$ cat config.mk
export PLATFORM = sky130hd
export DESIGN_NAME = lfsr_pattern_gen
export DESIGN_NICKNAME = d
export VERILOG_FILES = /design/src/rtl/lfsr_pattern_gen.sv
export SDC_FILE = /design/constraint.sdc
export NUM_CORES = 1
export LEC_CHECK = 0
export CAP_MARGIN = 0
export CORE_MARGIN = 4
export CORE_UTILIZATION = 40
export DETAILED_ROUTE_END_ITERATION = 16
export PLACE_DENSITY = 0.73
export SETUP_SLACK_MARGIN = 0.4
export SYNTH_ARGS = -nofsm -noshare
export SYNTH_HDL_FRONTEND = slang
export SYNTH_SLANG_ARGS = --single-unit
$ cat constraint.sdc
create_clock -name i_clk -period 2 [get_ports i_clk]
set_input_delay 0.2 -clock i_clk [delete_from_list [all_inputs] [get_ports i_clk]]
set_output_delay 0.2 -clock i_clk [all_outputs]
set_load 0.01 [all_outputs]
$ cat src/rtl/lfsr_pattern_gen.sv
// Fibonacci-style LFSR pattern generator with valid/ready output and run control.
// Optional macro LFSR_SEED_RESTORE_EN: reload the seed on entering DONE so runs replay.
module lfsr_pattern_gen #(
   parameter int                    DATA_WIDTH = 54,
   parameter int                    CNT_WIDTH  = 16,
   parameter logic [DATA_WIDTH-1:0] POLY       = 54'h30000000030000
) (
   input  logic                  i_clk,
   input  logic                  i_rst,
   input  logic                  i_seed_vld,
   input  logic [DATA_WIDTH-1:0] i_seed_data,
   input  logic                  i_start,
   input  logic [CNT_WIDTH-1:0]  i_num_patterns,
   input  logic                  i_stop,
   input  logic                  i_rdy,
   output logic                  o_vld,
   output logic [DATA_WIDTH-1:0] o_data,
   output logic                  o_busy,
   output logic                  o_done
);

   typedef enum logic [1:0] {
      IDLE = 2'd0,
      RUN  = 2'd1,
      DONE = 2'd2
   } state_t;

   localparam logic [DATA_WIDTH-1:0] ONE = DATA_WIDTH'(1);
   localparam logic [CNT_WIDTH-1:0]  CNT_ONE = CNT_WIDTH'(1);

   state_t                state_q, state_d;
   logic [DATA_WIDTH-1:0] lfsr_q, lfsr_d;
   logic [DATA_WIDTH-1:0] seed_q, seed_d;
   logic [CNT_WIDTH-1:0]  rem_q, rem_d;
   logic [DATA_WIDTH-1:0] lfsr_nx;
   logic [DATA_WIDTH-1:0] seed_fix;
   logic                  xfer;

   assign lfsr_nx  = {lfsr_q[DATA_WIDTH-2:0], ^(lfsr_q & POLY)};
   // An all-zero LFSR would lock up, so a zero seed becomes 1
   assign seed_fix = (i_seed_data == '0) ? ONE : i_seed_data;
   assign xfer     = (state_q == RUN) && i_rdy;

   always_ff @(posedge i_clk or posedge i_rst) begin
      if (i_rst) begin
         state_q <= IDLE;
         lfsr_q  <= ONE;
         seed_q  <= ONE;
         rem_q   <= '0;
      end else begin
         state_q <= state_d;
         lfsr_q  <= lfsr_d;
         seed_q  <= seed_d;
         rem_q   <= rem_d;
      end
   end

   always_comb begin
      state_d = state_q;
      lfsr_d  = lfsr_q;
      seed_d  = seed_q;
      rem_d   = rem_q;
      case (state_q)
         IDLE: begin
            if (i_seed_vld) begin
               lfsr_d = seed_fix;
               seed_d = seed_fix;
            end
            if (i_start) begin
               rem_d   = i_num_patterns;
               state_d = (i_num_patterns != '0) ? RUN : DONE;
            end
         end
         RUN: begin
            if (xfer) begin
               lfsr_d = lfsr_nx;
               rem_d  = rem_q - CNT_ONE;
            end
            if ((xfer && rem_q == CNT_ONE) || i_stop)
               state_d = DONE;
         end
         DONE:    state_d = IDLE;
         default: state_d = IDLE;
      endcase
`ifdef LFSR_SEED_RESTORE_EN
      // seed_d already carries a same-cycle seed load
      if (state_d == DONE && state_q != DONE)
         lfsr_d = seed_d;
`else
`endif
   end

   assign o_vld  = (state_q == RUN);
   assign o_busy = (state_q == RUN);
   assign o_done = (state_q == DONE);
   assign o_data = lfsr_q;

endmodule

# ---- After elaboration in Yosys (flattened, before gate mapping)
# Index checks and enable logic that the tools add are counted.
dict set report word_totals {
  ff_bits 72
  inputBits 76
  output_inout_bits 57
  elab_cells 33
}
dict set report op_classes {
  n_addsub 1
  n_eq_ne 7
  n_mux 11
  n_reduce_logical 11
}
# cell n
set op_table {}
lappend op_table {{$mux 54} 3}
lappend op_table {{$pmux 54 s2} 1}
lappend op_table {{$logic_not 54->1} 1}
lappend op_table {{$reduce_xor 54->1} 1}
lappend op_table {{$mux 16} 2}
lappend op_table {{$pmux 16 s2} 1}
lappend op_table {{$eq 16x1->1 const B} 1}
lappend op_table {{$reduce_bool 16->1} 1}
lappend op_table {{$sub 16x1->16 const B} 1}
lappend op_table {{$mux 2} 3}
lappend op_table {{$reduce_and 3->1} 2}
lappend op_table {{$ne 2x1->1 const B} 2}
lappend op_table {{$ne 2x2->1 const B} 2}
lappend op_table {{$pmux 2 s2} 1}
lappend op_table {{$eq 2x1->1 const B} 1}
lappend op_table {{$eq 2x2->1 const B} 1}
lappend op_table {{$logic_and 1x1->1} 2}
lappend op_table {{$logic_not 2->1} 1}
lappend op_table {{$reduce_and 2->1} 1}
lappend op_table {{$reduce_bool 2->1} 1}
lappend op_table {{$logic_or 1x1->1} 1}

# ---- Logic depth before layout (Yosys ltp)
dict set report depth {
  ltp_word 6
  mapped_depth 8
}

# ---- Worst setup path before layout
# No wires, ideal clock.
dict set report synth_timing {
  kind {register -> register}
  from {reg rem_q[0]}
  to {reg rem_q[12]}
  t_arrival_ns 1.509
  required_time_ns 1.921
  path_slack_ns 0.412
  stages_incl_launch_ff 7
  period_less_slack_ns 1.588
  cell_sequence {dfrtp_1 > inv_1 > ha_1 > nor3b_1 > nand4b_1 > a21oi_1 > a2bb2oi_1}
}
dict set report synth_between {
  elab_chain_cells 3
}
# item line
set synth_rtl {}
lappend synth_rtl {{start, declared} 34} ;# logic [CNT_WIDTH-1:0] rem_q, rem_d;
lappend synth_rtl {{start signal, assigned} 54} ;# rem_q <= rem_d;
lappend synth_rtl {{$sub 16x1->16} 77} ;# rem_d = rem_q - CNT_ONE;
lappend synth_rtl {{$mux 16} 75} ;# if (xfer) begin
lappend synth_rtl {{$pmux 16 s2} 63} ;# case (state_q)
# No other way between the ends. The select of a mux whose other input is x is not followed.
# A chain may end at the register's enable or synchronous reset.

# ---- Worst setup path in the final report
dict set report layout_timing {
  from {reg rem_q[0]}
  to {reg rem_q[7]}
}
# Same word-level chain as after synthesis.

==> metrics.md <==
| Metric | Value |
|---|---|
| Slowest cell delay on critical path | 0.58 ns |
| Drc violations | 0 |
| Min Hold Slack | 0.2789 ns |
| Avg WL per Cell | 17.49 um |
| CTS tree | built |
| Critical path type | reg -> reg |
| Worst EP required | 2.22 ns |
| Die area | 0.01130 mm2 |
| Post-Layout Cell Count | 688 |
| Max-slew headroom | between 50 and 60% |
| Antenna violations before repair | 0 |
| Gate Count Post-Synth | just over 400 |
| Post-synth EDFFs | 0 |
| Routed Antenna Nets | 0 |
| Yosys warns | 0 |
| Dpl hpwl | between 8000 and 9000 um |
| Via count | 3662 |
| Io pins | approximately 130 |
| Mux contribution to synthesized area | 13.99% |
| RSZ-0062 raised after global routing | yes |
| Hold buffer count at CTS | 0 |
| Global Route Usage Sum | 21.24% |
| Clk buf depth | 2 |
| Vias in the first global route | 3781 |
| Final setup violation count | 0 |
| Root Driver | clkbuf_8 |
| CTS buffer count | 9 |
| Avg Cell Area, Syn | 9.590 um2 |
| Final worst path period share | 82.58% |
| Starting Density | 41.44% |
| Synth Area in XOR/XNOR | less than 1% |
| Final worst slack | around 0.35 ns |
| LEAKAGE | 2.460 nW |
| NumNets Final | around 630 |
| Max-cap violations | 0 |
| Syn_nets | roughly 480 |
| DP Cell Count | 656 |
| Worst-Margin Slew | ~0.64 ns |
| Die extent in x | 106.3 um |
| First-pass GRT wire length | 19070 um |
| Power Total | 9.185 mW |
| Run status | finished, final reports clean |
| Post-Syn Area | between 0.003 and 0.004 mm2 |
| Share of the yosys chip area belonging to registers | 46.65% |
| Vias per cell | 5.323 |
| Largest family of logic cells by synthesized area | simple AND/OR/NAND/NOR gates |
| H-tree levels | 3 |
| Number of buffers inserted by port buffering | between 100 and 150 |
| Max Freq | 605.5 MHz |
| Crit-path max FO | 4 |
| Detailed Route WL | 12030 um |
| Post-Route Setup TNS | 0 ns |
| Routability Congestion | 0.8900 |
| CTS sink cnt | roughly 70 |
| Worst VDD drop | 0.7359 mV |
| Pre-CTS worst setup slack | 0.05741 ns |
| Synthesized flop and latch total | just over 70 |
| Slew Viols, Final | 0 |
| Crit. End Element | flop |
| Fill count | 807 |
| Worst Clk Skew | 0.006006 ns |
| CP Cell Sequence | or4_4 -> nor3_4 -> buf_4 -> o2bb2ai_1 -> a21oi_1 |
| Worst hold path type | in -> async |
| Post-Synth Adder-Cell Area | 0.6475% |
| Clock Latency Late Sink | between 0.3 and 0.4 ns |
| Clock transition at path regs | 0.08 ns |
| Simple-Gate Fraction of Synth Area | 17.77% |
| Core area | about 0.0093 mm2 |
| Cell variety after synth | just under 50 |
| Synth async-reset ratio | 100.0% |
| Pwr/cell area | 1561 mW/mm2 |
| Layout area overhead | 52.19% |
| 1st-iter DRT viols | 130 |
| Fin crit period | 1.652 ns |
| Crit-path slowest cell | or4_4 |
| Synth Area in Compound Gates | 16.15% |
| Arr. time, crit path | 1.88 ns |
| Largest net degree at the start of global routing | about 70 |
| DIE HEIGHT | about 110 um |
| Top FF cell, synth | dfrtp_1 |
| Type of origin of the critical path | flop |
| Layout cell share with drive strength beyond 1 | 16.46% |
| Final Hold Fails | 0 |
| First-pass DRT Iterations | 4 |
| Overflow after GRT | 0 |
| Diode count | 0 |
| Row count | 35 |
## layout by cell type, fill, tap and decap left out, drive strengths merged, types with 3 or more instances in the layout
master	synthesis	layout
o22ai	5	5
clkinvlp	0	3
a2bb2oi	6	6
nand3	3	3
clkbuf	10	10
clkdlybuf4s50	0	127
a21o	3	3
or3	3	3
o21ai	63	63
buf	17	34
nor4	22	22
nor2	13	13
nand4	7	7
clkinv	0	5
nor3	8	8
a21oi	18	18
mux2i	54	54
nand2b	3	3
dlygate4sd2	0	4
nand2	64	64
dfrtp	71	71
## sequential cells by signal (all words and copies together), names as in the netlist
register / flops
o_data: 54
rem_q: 16
state_q: 2
## metal layers
metal / share of wire, % / GRT usage, % / vias up / wire [um]
met5: 0 / 0 / - / 0
met2: 48 / 34.43 / 125 / 5833
met4: 1.3 / 7.031 / 0 / 157
met1: 42 / 26.99 / 1749 / 5089
li1: - / - / 1775 / -
met3: 7.9 / 6.557 / 13 / 954
## area by class of cell
type	instances	area, um2	share of cell area, %
well taps	129	161.4	2.744
flip-flops and latches	72	1808	30.74
clock buffers	10	137.6	2.340
inverters	4	23.77	0.4042
repair buffers	167	1680	28.57
clock inverters	6	35.03	0.5956
multi-input cells	300	2036	34.61
## where the power goes
part           leakage (nW)  switching, mW  total (mW)  internal (mW)
Sequential            0.871          0.780        2.98           2.20
Clock                0.0878          0.560        1.04          0.475
Combinational          1.50           2.46        5.17           2.71
## Yosys cell counts, types with 2 or more instances
cell type / count / area share (%)
a21o_1: 3 / 0.58
a21oi_1: 17 / 2.2
a22oi_1: 2 / 0.39
a2bb2oi_1: 6 / 1.4
a31oi_1: 2 / 0.32
buf_2: 9 / 1.2
buf_4: 8 / 1.6
clkbuf_1: 9 / 0.87
dfrtp_1: 71 / 46
ha_1: 2 / 0.65
inv_1: 3 / 0.29
mux2i_1: 54 / 14
nand2_1: 64 / 6.2
nand2b_1: 3 / 0.49
nand3_1: 3 / 0.39
nand4_1: 7 / 1.1
nand4b_1: 2 / 0.45
nor2_1: 13 / 1.3
nor3_1: 6 / 0.78
nor3b_1: 2 / 0.39
nor4_1: 20 / 3.2
nor4b_1: 2 / 0.45
o21ai_0: 60 / 7.8
o21ai_1: 3 / 0.39
o22ai_1: 5 / 0.81
o2bb2ai_1: 2 / 0.45
or3_1: 2 / 0.32
xor2_1: 2 / 0.45
## worst paths after layout
kind / startpoint / to / depth (start not counted) / slack [ns]
hold reg to reg: o_data[0] / o_data[0] / 2 / 0.48
hold / removal: i_rst / rem_q[11] / 2 / 0.28
setup / recovery: rem_q[0] / rem_q[7] / 5 / 0.35
min in group i_clk: i_num_patterns[0] / rem_q[0] / 3 / 0.46
max in group asynchronous: i_rst / o_data[28] / 3 / 1.17
setup reg to reg: rem_q[0] / rem_q[7] / 5 / 0.35
## repair_timing
item                       4_1_cts  5_1_grt
buffers inserted                 8        7
setup endpoints to repair       50       53
cloned                           1        0
resized for setup               16       30
pin swaps                        4       10
## metrics by stage
step	cell area (um2)	util, %
2_1_floorplan	3869	-
3_3_place_gp	5391	57.80
3_5_place_dp	5391	57.80
4_1_cts	5689	60.99
5_1_grt	5882	63.06
6_report	5882	63.06
## cell families (layout without fill, tap and decap cells)
logic type	Yosys count	count (layout)
simple gates	133	133
compound gates	108	108
flops	72	72
mux	54	54
buf+inv	31	187
xor+xnor	3	3
fa+ha+maj	2	2
## worst max-delay path, delay by kind of cell, from the launching register on
family / cells / cell delay [ns]
AO/OA/AOI/OAI: 2 / 0.22
buffers and inverters: 1 / 0.15
flip-flops: 1 / 0.44
AND/OR/NAND/NOR: 2 / 0.74
Note: power is estimated with default switching activity, not from simulation.
==> RTL edit (config.mk and constraints unchanged) <==
Set the parameter `CNT_WIDTH` to 18 (it was 16).
--- a/src/rtl/lfsr_pattern_gen.sv
+++ b/src/rtl/lfsr_pattern_gen.sv
@@ -4,3 +4,3 @@
    parameter int                    DATA_WIDTH = 54,
-   parameter int                    CNT_WIDTH  = 16,
+   parameter int                    CNT_WIDTH  = 18,
    parameter logic [DATA_WIDTH-1:0] POLY       = 54'h30000000030000
Ports: changed (resized i_num_patterns); port bits go from 133 to 135. The function was not compared with the original's and may differ.
==> RTL edit against the unedited design <==
- wire length rose by 3.8%
- utilization decreased by 1.5 points
- maximum frequency decreased by 3.0%
- worst setup slack got worse by 0.051 ns
- sequential cell count rose by 2
- via count up 6.5%
- clock skew increased by 0.0027 ns
- critical endpoint is now rem_q[9]
- global-route usage up 0.49 points
- area after synthesis grew 4.0%
- synthesized cell count is 6.2% higher
- total power is 0.77% lower
- design area rose by 2.3%
- largest cell class unchanged
==> RTL edit: results <==
[run_status]
status = "completed"

[power_and_ir_drop]
p_leak_uw = 0.00252
ir_drop_mv = 0.665

[setup_path]
worstPathArrival_ns = 1.98
cp_slowest_stage_delay_ns = 0.59
ff2ff_setup_slack_ns = 0.30
r2r-start = "rem_q[1]"
r2r-end = "rem_q[9]"

[synth]
yosys.cell_types.count = 48
synth_xor_area_frac = 0.00654
synth_compound_area_frac = 0.168
synthMuxAreaShare = 0.134
synth_fp_nets = 508
synthAdderAreaFrac = 0.00622
netlist_top_cells_count = "dfrtp_1, nand2_1, o21ai_0"
ys_seq_area_frac = 0.461
ys_top_cells_by_area = "dfrtp_1, mux2i_1, o21ai_0, nand2_1, nor4_1"

[sta]
clock_skew_ns = 0.00870
worst_hold_slack_ns = 0.287

[detailed_routing]
wl_per_cell_um = 17.7
drt_iter0_drc = 249
viasPerCell = 5.52

[global_route]
grt_pass1_vias = 3919
grt_pass1_wl_um = 20000
grt_use_total = 0.217
grt_max_degree = 80

[placement]
dp_slack_ns = -0.0233
dp.cells = 678
numPortBuffers = 134
place_congestion = 0.925

[clock_tree]
clk_latency_ns = 0.35
clkSlewWorstSetupHoldPaths_ns = 0.08

[layout]
drive_gt1_frac = 0.138
fillers = 843
syn2layout_area_growth_pct = 49.6
fin_cells = 707
layout.nets = 649
## RTL edit: repair_timing
item                                    CTS  global route
cloned                                    0             1
buffers inserted                          9             3
gates resized for setup                  30            17
hold endpoints to repair                  0             0
pin swaps                                12             5
endpoints found under the setup margin   25            21
## RTL edit: cells by family after synthesis
logic type | after synthesis
and+or+nand+nor | 139
adders and majority gates | 2
muxes | 54
xor gates and xnor gates | 3
AOI/OAI and AO/OA | 116
DFF | 74
buffers and inverters | 40
## RTL edit: tightest hold or removal path, stage by stage
cell	delay, ns
clkdlybuf4s50_1	0.44
clkinvlp_4	0.09
buf_12	0.32
## RTL edit: layout make-up
cell class                      count  share of cell area
Multi-Input combinational cell    314               0.351
Sequential cell                    74               0.309
Timing Repair Buffer              161               0.273
Tap cell                          133              0.0277
Clock buffer                        9              0.0206
Clock inverter                      7              0.0116
Inverter                            9             0.00707
## RTL edit: how the worst max path moves through the flow
stage	from	to	slack (ns)
detailed placement	i_seed_data[23]	o_data[0]	-0.02
floorplan	rem_q[0]	rem_q[16]	0.28
finish	rem_q[1]	rem_q[9]	0.30
global route	rem_q[1]	rem_q[9]	0.23
CTS	rem_q[10]	rem_q[13]	0.31
global placement	i_seed_data[23]	o_data[0]	0.01
## RTL edit: power breakdown
group / leakage, uW / switching, uW / internal [uW]
clock: 0.0000990 / 576 / 573
combinational: 0.00152 / 2430 / 2530
sequential: 0.000901 / 756 / 2250
total: 0.00252 / 3760 / 5350
## RTL edit: per-layer routing
layer / track usage / wire, um / up-vias / part of all wire
met5: 0 / 0 / - / 0
met4: 0.0703 / 220 / 0 / 0.018
met3: 0.0764 / 1080 / 18 / 0.086
met2: 0.339 / 5900 / 158 / 0.47
met1: 0.283 / 5290 / 1865 / 0.42
li1: - / - / 1860 / -
